$ cat src/rtl/icache_pkg.sv
// icache_pkg: shared bus widths, idle bus values and fill FSM state encodings for the instruction cache
package icache_pkg;
  localparam int InstAddrBus = 32;
  localparam int InstBus = 32;
  localparam logic Enable = 1'b1;
  localparam logic Disable = 1'b0;
  localparam logic [InstAddrBus-1:0] addrFree = '0;
  localparam logic [InstBus-1:0] dataFree = '0;
  typedef enum logic {ICacheIdle, ICacheFill} state_t;
endpackage

$ cat src/rtl/icache_array.sv
// icache_array: tag/data/valid storage, asynchronous read, synchronous write, valid cleared by rst
// Ports:
//   clk, rst              clock and synchronous active-high reset (clears every valid bit)
//   i_rd_idx              read index, combinational o_valid/o_tag/o_data
//   i_we, i_wr_idx,
//   i_wr_tag, i_wr_data   line write (ignored while rst is high)
module icache_array
  import icache_pkg::*;
#(
  parameter int LINES = 128,
  parameter int TAG_W = 9
) (
  input  logic                     clk,
  input  logic                     rst,
  input  logic [$clog2(LINES)-1:0] i_rd_idx,
  input  logic                     i_we,
  input  logic [$clog2(LINES)-1:0] i_wr_idx,
  input  logic [TAG_W-1:0]         i_wr_tag,
  input  logic [InstBus-1:0]       i_wr_data,
  output logic                     o_valid,
  output logic [TAG_W-1:0]         o_tag,
  output logic [InstBus-1:0]       o_data
);
  logic [LINES-1:0] r_valid;
  logic [TAG_W-1:0] r_tag [LINES];
  logic [InstBus-1:0] r_data [LINES];
  always_ff @(posedge clk) begin
    if (rst) r_valid <= '0;
    else if (i_we) r_valid[i_wr_idx] <= 1'b1;
  end
  always_ff @(posedge clk) begin
    if (i_we && !rst) begin
      r_tag[i_wr_idx] <= i_wr_tag;
      r_data[i_wr_idx] <= i_wr_data;
    end
  end
  assign o_valid = r_valid[i_rd_idx];
  assign o_tag = r_tag[i_rd_idx];
  assign o_data = r_data[i_rd_idx];
endmodule

$ cat src/rtl/icache.sv
// icache: direct-mapped one-word-line instruction cache; misses fill from byte-wide RAM through the arbiter
// Macro ICACHE_EN builds the tag/data/valid arrays; without it hit and cacheInst are 0 and every request fills.
// Ports:
//   clk, rst                 clock, synchronous active-high reset
//   instEn, instAddr         fetch request pulse and word-aligned address
//   hit, cacheInst           combinational hit and line data
//   memInstOutEn, memInst    registered fill-complete pulse and assembled word
//   memReq, memAddr          registered RAM request and byte address
//   memGrant, memData        arbiter grant, RAM byte for the address issued one cycle earlier
module icache
  import icache_pkg::*;
#(
  parameter int LINES = 128,
  parameter int ADDR_W = 18
) (
  input  logic                   clk,
  input  logic                   rst,
  input  logic                   instEn,
  input  logic [InstAddrBus-1:0] instAddr,
  output logic                   hit,
  output logic [InstBus-1:0]     cacheInst,
  output logic                   memInstOutEn,
  output logic [InstBus-1:0]     memInst,
  output logic                   memReq,
  output logic [InstAddrBus-1:0] memAddr,
  input  logic                   memGrant,
  input  logic [7:0]             memData
);
  state_t r_state;
  logic [InstAddrBus-1:2] r_miss_addr;
  logic [1:0] r_issue;
  logic [1:0] r_rcv;
  logic r_pend;
  logic [23:0] r_buf;
  logic w_fill_done;
  logic [InstBus-1:0] w_word;
  logic w_unused;
  assign w_unused = ^instAddr[1:0];
  // bytes 0..2 are shifted in from the top, byte 3 completes the word straight from memData
  assign w_word = {memData, r_buf};
  assign w_fill_done = (r_state == ICacheFill) && r_pend && (r_rcv == 2'd3);
`ifdef ICACHE_EN
  localparam int IDX_W = $clog2(LINES);
  localparam int TAG_W = ADDR_W - IDX_W - 2;
  logic w_valid;
  logic [TAG_W-1:0] w_tag;
  icache_array #(.LINES(LINES), .TAG_W(TAG_W)) u_array (
    .clk(clk),
    .rst(rst),
    .i_rd_idx(instAddr[IDX_W+1:2]),
    .i_we(w_fill_done),
    .i_wr_idx(r_miss_addr[IDX_W+1:2]),
    .i_wr_tag(r_miss_addr[ADDR_W-1:IDX_W+2]),
    .i_wr_data(w_word),
    .o_valid(w_valid),
    .o_tag(w_tag),
    .o_data(cacheInst)
  );
  // gated by instEn because fetch samples hit every cycle
  assign hit = instEn & w_valid & (w_tag == instAddr[ADDR_W-1:IDX_W+2]);
`else
  assign hit = Disable;
  assign cacheInst = dataFree;
`endif
  always_ff @(posedge clk) begin
    if (rst) begin
      r_state <= ICacheIdle;
      memReq <= Disable;
      memAddr <= addrFree;
      memInstOutEn <= Disable;
      memInst <= dataFree;
      r_miss_addr <= '0;
      r_issue <= '0;
      r_rcv <= '0;
      r_pend <= Disable;
      r_buf <= '0;
    end else begin
      memInstOutEn <= Disable;
      // a granted issue returns its byte in the following cycle regardless of grant then
      r_pend <= memReq & memGrant;
      if (r_state == ICacheIdle) begin
        if (instEn & ~hit) begin
          r_state <= ICacheFill;
          r_miss_addr <= instAddr[InstAddrBus-1:2];
          r_issue <= '0;
          r_rcv <= '0;
          memReq <= Enable;
          memAddr <= {instAddr[InstAddrBus-1:2], 2'd0};
        end
      end else begin
        if (memReq & memGrant) begin
          r_issue <= r_issue + 2'd1;
          memReq <= r_issue != 2'd3;
          memAddr <= r_issue == 2'd3 ? addrFree : {r_miss_addr, r_issue + 2'd1};
        end
        if (r_pend) begin
          r_rcv <= r_rcv + 2'd1;
          r_buf <= {memData, r_buf[23:8]};
        end
        if (w_fill_done) begin
          memInst <= w_word;
          memInstOutEn <= Enable;
          r_state <= ICacheIdle;
        end
      end
    end
  end
endmodule
$ cat config.mk
export PLATFORM = sky130hd
export DESIGN_NAME = icache
export DESIGN_NICKNAME = d
export VERILOG_FILES = /design/src/rtl/icache_pkg.sv /design/src/rtl/icache_array.sv /design/src/rtl/icache.sv
export SDC_FILE = /design/constraint.sdc
export NUM_CORES = 1
export LEC_CHECK = 0
export CORE_MARGIN = 5
export CORE_UTILIZATION = 50
export DETAILED_ROUTE_END_ITERATION = 7
export DONT_BUFFER_PORTS = 1
export SYNTH_ARGS = -nofsm -noshare
export SYNTH_HDL_FRONTEND = slang
export SYNTH_SLANG_ARGS = --single-unit
$ cat constraint.sdc
create_clock -name clk -period 2.2 [get_ports clk]
set_input_delay 0.11 -clock clk [delete_from_list [all_inputs] [get_ports clk]]
set_output_delay 0.11 -clock clk [all_outputs]
set_load 0.05 [all_outputs]
==> results by group, run 1 <==
Min path
  • Worst min-delay path class: in -> reg

Clocking
  • Clk_lat worst skew: around 500 ps
  • Clk pin slew, worst setup/hold paths: about 60 ps
  • Clk sink count: 124
  • Clk buf depth: 2
  • Num CTS Buffers: 17
  • H-tree levels: 4
  • Setup Buffers After CTS: 0
  • TritonCTS clock tree: yes
  • Root Buffer: clkbuf_8

Global routing
  • Grt total ovfl: 0
  • GRT Overall Usage: a little under a fifth
  • First-pass GRT wire length: 19800 um
  • Antenna violations before repair: 0
  • Number of global-route vias before repair: roughly 4.1k
  • Largest net degree at the start of global routing: 100

Floorplan
  • Chip height: about 110 um
  • Die area: between 10000 and 15000 um2
  • Die width: approximately 110 um
  • Placeable Area: 10300 um2
  • Rows: 37
  • Ports: 143
  • Starting Density: about half

Yosys
  • Register bit total from synthesis: ~120
  • Synth cell types: 20
  • Mapped cell area: roughly 5300 um2
  • Syn_area_per_cell: 8.50 um2
  • Ys Warns: 0
  • Post-synthesis sequential area ratio: 47.1%
  • Synthesized netlist cell count: 620

Setup path
  • CP arrival: around 2500 ps
  • Worst R2R Path Depth: 5
  • Critical path endpoint: r_miss_addr[26]$_SDFFE_PP0P_
  • WS Path Type: reg -> reg
  • Worst flop-to-flop path endpoint: r_miss_addr[26]$_SDFFE_PP0P_
  • Worst R2R Setup Slack: around 160 ps
  • Slowest cell on the critical path: dlygate4sd3_1
  • Max FO, Critical Path: 24
  • Startpoint Class: flip-flop
  • Levels on crit path: 5
  • Crit path from: r_state$_SDFF_PP0_
  • CP max stage delay: between 500 and 600 ps
  • Worst-path cell chain: nand2b_1, buf_4, nand2_1, a21oi_1, dlygate4sd3_1
  • Setup crit end kind: flip-flop
  • Reg-to-reg startpoint: r_state$_SDFF_PP0_
  • WP data required: roughly 2600 ps
  • CP Buf/Inv Count: 2
  • Gate family responsible for the most delay along the worst path: buffers and inverters

Pwr
  • PwrDens: just over 900 nW/um2
  • Static Leak: 2.30 nW
  • Peak supply drop: 0.481 mV

Layout
  • Area delta synth->final: 21.6%
  • Fraction of layout cells with a size suffix above 1: between 10% and 20%
  • Nets@finish: between 700 and 800
  • Ant diodes: 0

STA
  • Max-slew violations: 0
  • Post-route minimum period: 2040 ps
  • Worst slew pin tran: between 500 and 600 ps
  • Setup tns final: 0 ps
  • Fmax: 491 MHz
  • Hold slack final: 55.6 ps
  • Worst slew margin: approximately 64%
  • RSZ-0062 raised after global routing: no
  • Skew final: around 10 ps
  • Final setup vio count: 0
  • Final period util: slightly above 90%
  • Final hold vios: 0

Drt
  • Final wirelength: ~12000 um
  • First DRT Iteration DRCs: 210
  • Drt pass-1 iters: 6
  • Vias/cell: approximately 5.2
  • Vias: between 4k and 5k
  • DRC: 0
  • Final ANT Viol Nets: 0
  • WL/cell: 14.8 um

Job
  • Max-capacitance violation count: 0

Placement
  • Hpwl dp: around 6900 um
  • Port bufs: 0
  • Global placement routability congestion: between 0.7 and 0.8

Run status
  • Outcome: complete, no violations
==> synthesized netlist by cell type <==
master	number	area share [%]
nor2_1	5	0.36
buf_4	38	5.4
nor2b_1	1	0.12
ha_1	2	0.47
nand2_2	1	0.12
nor3_1	31	2.9
a211oi_1	1	0.14
nand2_1	176	13
a311oi_2	30	8.6
and2_1	1	0.12
buf_6	3	0.64
buf_2	28	2.7
a21oi_1	90	8.6
nand2b_1	32	3.8
dfxtp_1	124	47
and3_1	2	0.24
clkbuf_1	18	1.3
conb_1	1	0.071
nand3b_1	30	4.3
nand3_1	6	0.57
==> cell type report <==
type,count,area (um2)
Tap cell,136,170
Clock inverter,8,118
Timing Repair Buffer,78,802
Fill cell,903,3920
Sequential cell,124,2480
Multi-Input combinational cell,441,2390
Clock buffer,23,447
==> registers in the layout, summed over array words and instances, names as in the netlist <==
name / count
memAddr: 32
memInst: 32
r_miss_addr: 30
r_buf: 24
r_rcv: 2
memInstOutEn: 1
memReq: 1
r_pend: 1
r_state: 1
==> cells in the final DEF, fill, tap and decap left out <==
| master | instances |
|---|---|
| ha_1 | 2 |
| buf_4 | 11 |
| nand2b_1 | 32 |
| clkinv_2 | 4 |
| a311oi_2 | 30 |
| clkbuf_16 | 16 |
| dfxtp_1 | 123 |
| and3_1 | 2 |
| dfxtp_2 | 1 |
| buf_12 | 3 |
| nand2_1 | 176 |
| nand2_2 | 1 |
| nor2_1 | 5 |
| buf_6 | 1 |
| clkbuf_8 | 2 |
| nor2b_4 | 1 |
| buf_16 | 1 |
| clkbuf_1 | 5 |
| a211oi_1 | 1 |
| nand3_1 | 6 |
| a21oi_1 | 90 |
| clkinvlp_4 | 1 |
| conb_1 | 33 |
| and2_1 | 1 |
| dlygate4sd3_1 | 62 |
| bufinv_16 | 3 |
| nor3_1 | 31 |
| nand3b_1 | 30 |
==> worst min-delay path by stage <==
stage	startpoint	to	cells past startpoint
3_3_place_gp	rst	memAddr[26]$_SDFFE_PP0P_	1
4_1_cts	rst	memInstOutEn$_SDFF_PP0_	2
6_report	rst	r_buf[7]$_SDFFE_PP0P_	2
2_1_floorplan	memGrant	r_pend$_SDFF_PP0_	2
3_5_place_dp	rst	memAddr[25]$_SDFFE_PP0P_	1
5_1_grt	rst	memInst[16]$_SDFFE_PP0P_	2
==> through the flow <==
stage	total power (W)	utilization, %	setup WS [ps]	cells	cell area, um2
6_report	0.00580	62.1	163	810	6410
2_1_floorplan	0.00307	-	693	652	5390
3_5_place_dp	0.00305	50.3	673	716	5190
4_1_cts	0.00585	62.0	137	810	6400
5_1_grt	0.00603	62.1	9.61	810	6410
3_3_place_gp	0.00304	50.3	734	716	5190
==> where the power goes <==
group / total [W] / switching [W] / leakage (nW) / internal, W
sequential: 0.00255 / 0.000217 / 1.01 / 0.00233
combinational: 0.000579 / 0.000366 / 1.01 / 0.000213
clock: 0.00267 / 0.000928 / 0.276 / 0.00174
==> metal layers <==
metal	wire [um]	GRT usage [%]	up-vias
met4	81	6.57	0
li1	-	-	2104
met3	1150	7.76	6
met1	5210	23.6	1945
met5	0	0	-
met2	5590	30.1	118
==> kinds of logic (layout without fill, tap and decap cells) <==
group,after synthesis,in the layout,synth area share [%]
compound gates,121,121,17.2
fa+ha+maj,2,2,0.475
buf+inv,87,109,10.0
flops,124,124,47.1
other cells,1,33,0.0712
simple gates,285,285,25.1
==> repair_timing <==
action,in CTS,in global routing
endpoints found under the hold margin,124,0
setup endpoints to repair,0,7
gates resized for setup,0,1
hold buffers,63,0
No activity file was read; power rests on OpenSTA's default activity.
==> run 2: changes to the inputs <==
--- a/config.mk
+++ b/config.mk
@@ -5,10 +5,13 @@
 export SDC_FILE = /design/constraint.sdc
 export NUM_CORES = 1
 export LEC_CHECK = 0
+export CELL_PAD_IN_SITES_DETAIL_PLACEMENT = 1
+export CELL_PAD_IN_SITES_GLOBAL_PLACEMENT = 1
 export CORE_MARGIN = 5
-export CORE_UTILIZATION = 50
+export CORE_UTILIZATION = 49
 export DETAILED_ROUTE_END_ITERATION = 7
 export DONT_BUFFER_PORTS = 1
+export PLACE_DENSITY_LB_ADDON = 0.1
 export SYNTH_ARGS = -nofsm -noshare
 export SYNTH_HDL_FRONTEND = slang
 export SYNTH_SLANG_ARGS = --single-unit
==> run 2 against run 1 <==
  * Non-clock buffer count rose by 10
  * Flip-flop and latch count did not move
  * Power rose by 5.0%
  * Sequential power barely moved
  * Cell area rose by 2.6%
  * Sequential share of layout area fell by 0.94 points
  * Hold slack got worse by 52 ps
  * Combinational power rose by 1%
  * Critical path depth rose by 1
  * First-iteration DRC count rose by 24%
  * Routed wire length rose by 31%
  * Die area rose by 1.9%
==> results by group, run 2 (same netlist as run 1, synthesis figures left out) <==
Run status
  • Outcome: complete, no violations

STA
  • Worst slew pin tran: 560 ps (+15.2 ps)
  • Final setup vio count: 0 (unchanged)
  • Worst slew margin: 62.6% (-1.0 points)
  • Fmax: 484 MHz (-1.4%)
  • Post-route minimum period: 2070 ps (+28.7 ps)
  • Final period util: 93.9% (+1.3 points)
  • RSZ-0062 raised after global routing: no
  • Setup tns final: 0 ps (unchanged)
  • Skew final: 9.79 ps (-0.475 ps)
  • Final hold vios: 0 (unchanged)
  • Max-slew violations: 0 (unchanged)

Pwr
  • PwrDens: 926 nW/um2 (+2.3%)
  • Static Leak: 2.39 nW (+4.2%)
  • Peak supply drop: 0.373 mV (-22%)

Setup path
  • Gate family responsible for the most delay along the worst path: buffers and inverters
  • Setup crit end kind: flip-flop
  • Worst-path cell chain: buf_4, ha_1, buf_4, nand3b_1, a311oi_2, dlygate4sd3_1
  • Most used cell, CP: buf_4
  • CP arrival: 2520 ps (+40 ps)
  • WP data required: 2660 ps (+20 ps)
  • WS Path Type: reg -> reg
  • Max FO, Critical Path: 22 (-8.3%)
  • CP max stage delay: 580 ps (about the same)
  • Slowest cell on the critical path: dlygate4sd3_1
  • Worst R2R Setup Slack: 130 ps (-30 ps)
  • Startpoint Class: flip-flop
  • CP Buf/Inv Count: 3 (+1)

Placement
  • Placed cell count: 715 (-0.14%)
  • Global placement routability congestion: 0.750 (+4.1%)
  • Hpwl dp: 8120 um (+17%)
  • Port bufs: 0 (unchanged)

Layout
  • FILL cells: 1197 (+33%)
  • Non-Filler Instances: 821 (+1.4%)
  • Ant diodes: 0 (unchanged)
  • Fraction of layout cells with a size suffix above 1: 12.1% (+0.99 points)
  • Commonest non-fill, non-tap cells in the layout: 175 x nand2_1, 123 x dfxtp_1, 90 x a21oi_1
  • Commonest non-fill, non-tap cell in the layout: nand2_1
  • Area of the multi-input gates: 2390 um2 (+0.16%)
  • Nets@finish: 718 (+1.4%)
  • Largest regs: memAddr: 32 flops, memInst: 32 flops, r_miss_addr: 30 flops
  • FF/Latch Area: 2490 um2 (+0.10%)
  • Area delta synth->final: 24.8%
  • Final Core Density: 63.1% (+1.0 points)

Global routing
  • GRT Overall Usage: 24.2% (+5.2 points)
  • Grt total ovfl: 0 (unchanged)
  • Antenna violations before repair: 0 (unchanged)
  • Largest net degree at the start of global routing: 94 (-6.0%)
  • Number of global-route vias before repair: 4849 (+19%)
  • First-pass GRT wire length: 24900 um (+26%)

Drt
  • Vias/cell: 5.47 (+6.2%)
  • Final wirelength: 15700 um (+31%)
  • Drt pass-1 iters: 4 (-2)
  • WL/cell: 19.1 um (+29%)
  • DRC: 0 (unchanged)
  • Final ANT Viol Nets: 0 (unchanged)
  • Vias: 4490 (+7.6%)
  • First DRT Iteration DRCs: 261 (+24%)

Min path
  • Worst min-delay path class: in -> reg

Floorplan
  • Rows: 37 (unchanged)
  • Die area: 12900 um2 (+1.9%)
  • Chip height: 114 um (+0.92%)
  • Starting Density: 50.6% (-0.45 points)
  • Die width: 114 um (+0.92%)
  • Ports: 143 (unchanged)
  • Placeable Area: 10400 um2 (+0.90%)

Clocking
  • Clk sink count: 124 (unchanged)
  • H-tree levels: 4 (unchanged)
  • Clk pin slew, worst setup/hold paths: 60 ps (about the same)
  • TritonCTS clock tree: yes
  • Clk buf depth: 2 (unchanged)
  • Root Buffer: clkbuf_8
  • Num CTS Buffers: 17 (unchanged)
  • Clk_lat worst skew: 520 ps (+20 ps)

Job
  • Max-capacitance violation count: 0 (unchanged)
-- run 2: changes by cell type in the layout (fill, tap and decap cells not counted), moves of 2 or more --
cell / delta
clkinv_2: -3
clkinvlp_4: +4
clkbuf_8: +2
clkbuf_1: -3
buf_4: +2
dlygate4sd3_1: +7
-- run 2: final timing paths --
| check | from | end | cells after the start |
|---|---|---|---|
| hold reg to reg | r_miss_addr[20]$_SDFFE_PP0P_ | r_miss_addr[20]$_SDFFE_PP0P_ | 2 |
| setup reg to reg | memAddr[0]$_SDFFE_PP0P_ | memAddr[26]$_SDFFE_PP0P_ | 6 |
| hold / removal | rst | r_pend$_SDFF_PP0_ | 2 |
| setup / recovery | memAddr[0]$_SDFFE_PP0P_ | memAddr[26]$_SDFFE_PP0P_ | 6 |
-- run 2: worst reg2reg max path, stage by stage, from the launching register on --
cell and delay, ps:
dfxtp_1 310, buf_4 200, ha_1 230, buf_4 200, nand3b_1 210, a311oi_2 280
dlygate4sd3_1 580
-- run 2: what timing repair did --
item | in CTS | in global routing
endpoints found under the hold margin | 124 | 1
buffers inserted | 0 | 3
hold buffers | 70 | 1
setup endpoints to repair | 0 | 7
gates resized for setup | 0 | 5
-- run 2: metrics by stage --
step	cell area, um2	setup slack, ps	hold slack, ps	total power, W
2_1_floorplan	5390	693	233	0.00307
3_3_place_gp	5180	596	190	0.00304
3_5_place_dp	5180	540	197	0.00306
4_1_cts	6530	14.5	2.82	0.00610
5_1_grt	6570	79.5	4.72	0.00630
6_report	6570	134	3.29	0.00609
-- run 2: power by group --
part	total, W	internal, W	switching (W)
Clock	0.00294	0.00193	0.00101
Combinational	0.000587	0.000202	0.000385
Sequential	0.00256	0.00233	0.000229
-- run 2: cell type report --
class                      instances  share of cell area (%)
sequential                       124                    37.8
multi-input combinational        441                    36.4
clock inverter                    10                    2.48
clock buffer                      22                    7.04
tap                              136                    2.59
timing repair buffer              88                    13.7
-- run 2: metal layers --
metal | up-vias | GRT usage [%] | wire length [um]
li1 | 2142 | - | -
met1 | 2179 | 26.8 | 6220
met2 | 139 | 43.7 | 8030
met3 | 30 | 8.22 | 1110
met4 | 0 | 7.61 | 355
met5 | - | 0 | 0
==> run 3: changes to the inputs <==
--- a/config.mk
+++ b/config.mk
@@ -11,6 +11,7 @@
 export CORE_UTILIZATION = 49
 export DETAILED_ROUTE_END_ITERATION = 7
 export DONT_BUFFER_PORTS = 1
+export GPL_TIMING_DRIVEN = 0
 export PLACE_DENSITY_LB_ADDON = 0.1
 export SYNTH_ARGS = -nofsm -noshare
 export SYNTH_HDL_FRONTEND = slang
==> run 3 against run 2 <==
  * Non-clock buffer count grew 39
  * Sequential power barely moved
  * Via count grew 4.1%
  * Fmax is 9.5% higher
  * Final cell count increased by 4.8%
  * Combinational power rose by 10%
==> results by group, run 3 (same netlist as run 1, synthesis figures left out) <==
Setup path
  • Gate family responsible for the most delay along the worst path: flip-flops
  • Startpoint Class: flip-flop
  • Slowest cell on the critical path: dfxtp_1
  • WP data required: 2580 ps (-80 ps)
  • Max FO, Critical Path: 10 (-55%)
  • WS Path Type: reg -> reg
  • CP Buf/Inv Count: 1 (-2)
  • CP max stage delay: 720 ps (+140 ps)
  • CP arrival: 2270 ps (-250 ps)
  • Worst-path cell chain: ha_1, clkbuf_1, nand3b_1, a311oi_2
  • Setup crit end kind: flip-flop

Layout
  • Largest regs: memAddr: 32 flops, memInst: 32 flops, r_miss_addr: 30 flops
  • Area delta synth->final: 24.0%
  • Commonest non-fill, non-tap cells in the layout: 176 x nand2_1, 124 x dfxtp_1, 90 x a21oi_1
  • Area of the multi-input gates: 2380 um2 (-0.47%)
  • Fraction of layout cells with a size suffix above 1: 18.1% (+6.0 points)
  • Commonest non-fill, non-tap cell in the layout: nand2_1
  • Final Core Density: 62.7% (-0.37 points)
  • FF/Latch Area: 2480 um2 (-0.15%)
  • Ant diodes: 0 (unchanged)
  • FILL cells: 1246 (+4.1%)
  • Nets@finish: 757 (+5.4%)

Clocking
  • Root Buffer: clkbuf_8
  • Clk pin slew, worst setup/hold paths: 60 ps (about the same)
  • Num CTS Buffers: 17 (unchanged)
  • Clk sink count: 124 (unchanged)
  • Clk buf depth: 2 (unchanged)
  • TritonCTS clock tree: yes
  • H-tree levels: 4 (unchanged)
  • Clk_lat worst skew: 540 ps (+20 ps)
  • Post_cts resized: 0 (unchanged)
  • Setup Buffers After CTS: 0 (unchanged)
  • Post-CTS Hold Fix Bufs: 40 (-43%)

Global routing
  • Largest net degree at the start of global routing: 17 (-82%)
  • Number of global-route vias before repair: 5170 (+6.6%)
  • Antenna violations before repair: 0 (unchanged)
  • Grt total ovfl: 0 (unchanged)
  • First-pass GRT wire length: 26600 um (+7.0%)
  • GRT Overall Usage: 26.4% (+2.1 points)

Min path
  • Worst min-delay path class: in -> reg

STA
  • Setup tns final: 0 ps (unchanged)
  • Worst slew pin tran: 819 ps (+259 ps)
  • Max-slew violations: 0 (unchanged)
  • Post-route minimum period: 1890 ps (-180 ps)
  • RSZ-0062 raised after global routing: no
  • Final hold vios: 0 (unchanged)
  • Skew final: 12.8 ps (+3.05 ps)
  • Fmax: 530 MHz (+9.5%)
  • Final setup vio count: 0 (unchanged)
  • Worst slew margin: 45.4% (-17 points)
  • Hold slack final: 197 ps (+194 ps)
  • Final period util: 85.7% (-8.2 points)

Pwr
  • Sequential share of power: 43.3% (+1.2 points)
  • Sw Share: 29.1% (+2.4 points)
  • Peak supply drop: 0.410 mV (+9.9%)
  • Combinational share of power: 10.9% (+1.3 points)
  • Pint: 0.00422 W (-5.5%)
  • Power Total: 0.00595 W (-2.3%)
  • PwrDens: 910 nW/um2 (-1.7%)
  • Switching power: 0.00173 W (+6.5%)
  • Static Leak: 2.40 nW (+0.45%)
  • Clock power frac: 45.8% (-2.5 points)

Placement
  • Hpwl dp: 10700 um (+32%)
  • Global placement routability congestion: 0.776 (+3.5%)
  • Port bufs: 0 (unchanged)

Floorplan
  • Die area: 12900 um2 (unchanged)
  • Starting Density: 50.6% (unchanged)
  • Rows: 37 (unchanged)
  • Chip height: 114 um (unchanged)
  • Die width: 114 um (unchanged)
  • Placeable Area: 10400 um2 (unchanged)
  • Ports: 143 (unchanged)

Drt
  • First DRT Iteration DRCs: 215 (-18%)
  • Final wirelength: 16600 um (+5.8%)
  • Drt pass-1 iters: 4 (unchanged)
  • Vias/cell: 5.44 (-0.58%)
  • WL/cell: 19.3 um (+0.99%)
  • Final ANT Viol Nets: 0 (unchanged)
  • Vias: 4676 (+4.1%)
  • DRC: 0 (unchanged)

Job
  • Max-capacitance violation count: 0 (unchanged)

Run status
  • Outcome: complete, no violations
## run 3: stage by stage
stage                     instance area [um2]  worst slack (ps)  instances
after global routing                     6530               200        860
after detailed placement                 5560               380        788
after global placement                   5560               398        788
after CTS                                6530               357        860
final                                    6530               314        860
after floorplan                          5390               693        652
## run 3: path summary, 6_finish.rpt
kind,cells past startpoint,end,start,slack (ps)
max reg2reg,4,memAddr[4]$_SDFFE_PP0P_,memAddr[0]$_SDFFE_PP0P_,310
max,4,memAddr[4]$_SDFFE_PP0P_,memAddr[0]$_SDFFE_PP0P_,310
min,3,memInst[5]$_SDFFE_PP0P_,rst,200
min reg2reg,2,r_miss_addr[3]$_SDFFE_PP0P_,r_miss_addr[3]$_SDFFE_PP0P_,460
## run 3: cell type report
cell class                 count  share of cell area [%]
buffer                        87                    8.06
clock inverter                13                    2.18
tap                          136                    2.60
multi-input combinational    441                    36.4
timing repair buffer          40                    6.13
clock buffer                  19                    6.61
sequential                   124                    38.0
## run 3: power groups by stage
stage	clock, W	combinational, W	sequential [W]
floorplan	0	0.000472	0.00260
global placement	0	0.000538	0.00261
detailed placement	0	0.000556	0.00262
CTS	0.00275	0.000631	0.00257
global route	0.00287	0.000695	0.00258
finish	0.00273	0.000647	0.00257
## run 3: tightest hold or removal path, stage by stage
cell      delay [ps]
buf_2            170
clkbuf_1         250
a21oi_1          160
## run 3: routing by layer
metal	GRT usage [%]	up-vias	wire [um]
met5	0	-	0
met4	10.5	0	466
met3	9.55	42	1270
met2	45.2	161	8150
met1	29.9	2258	6730
li1	-	2215	-
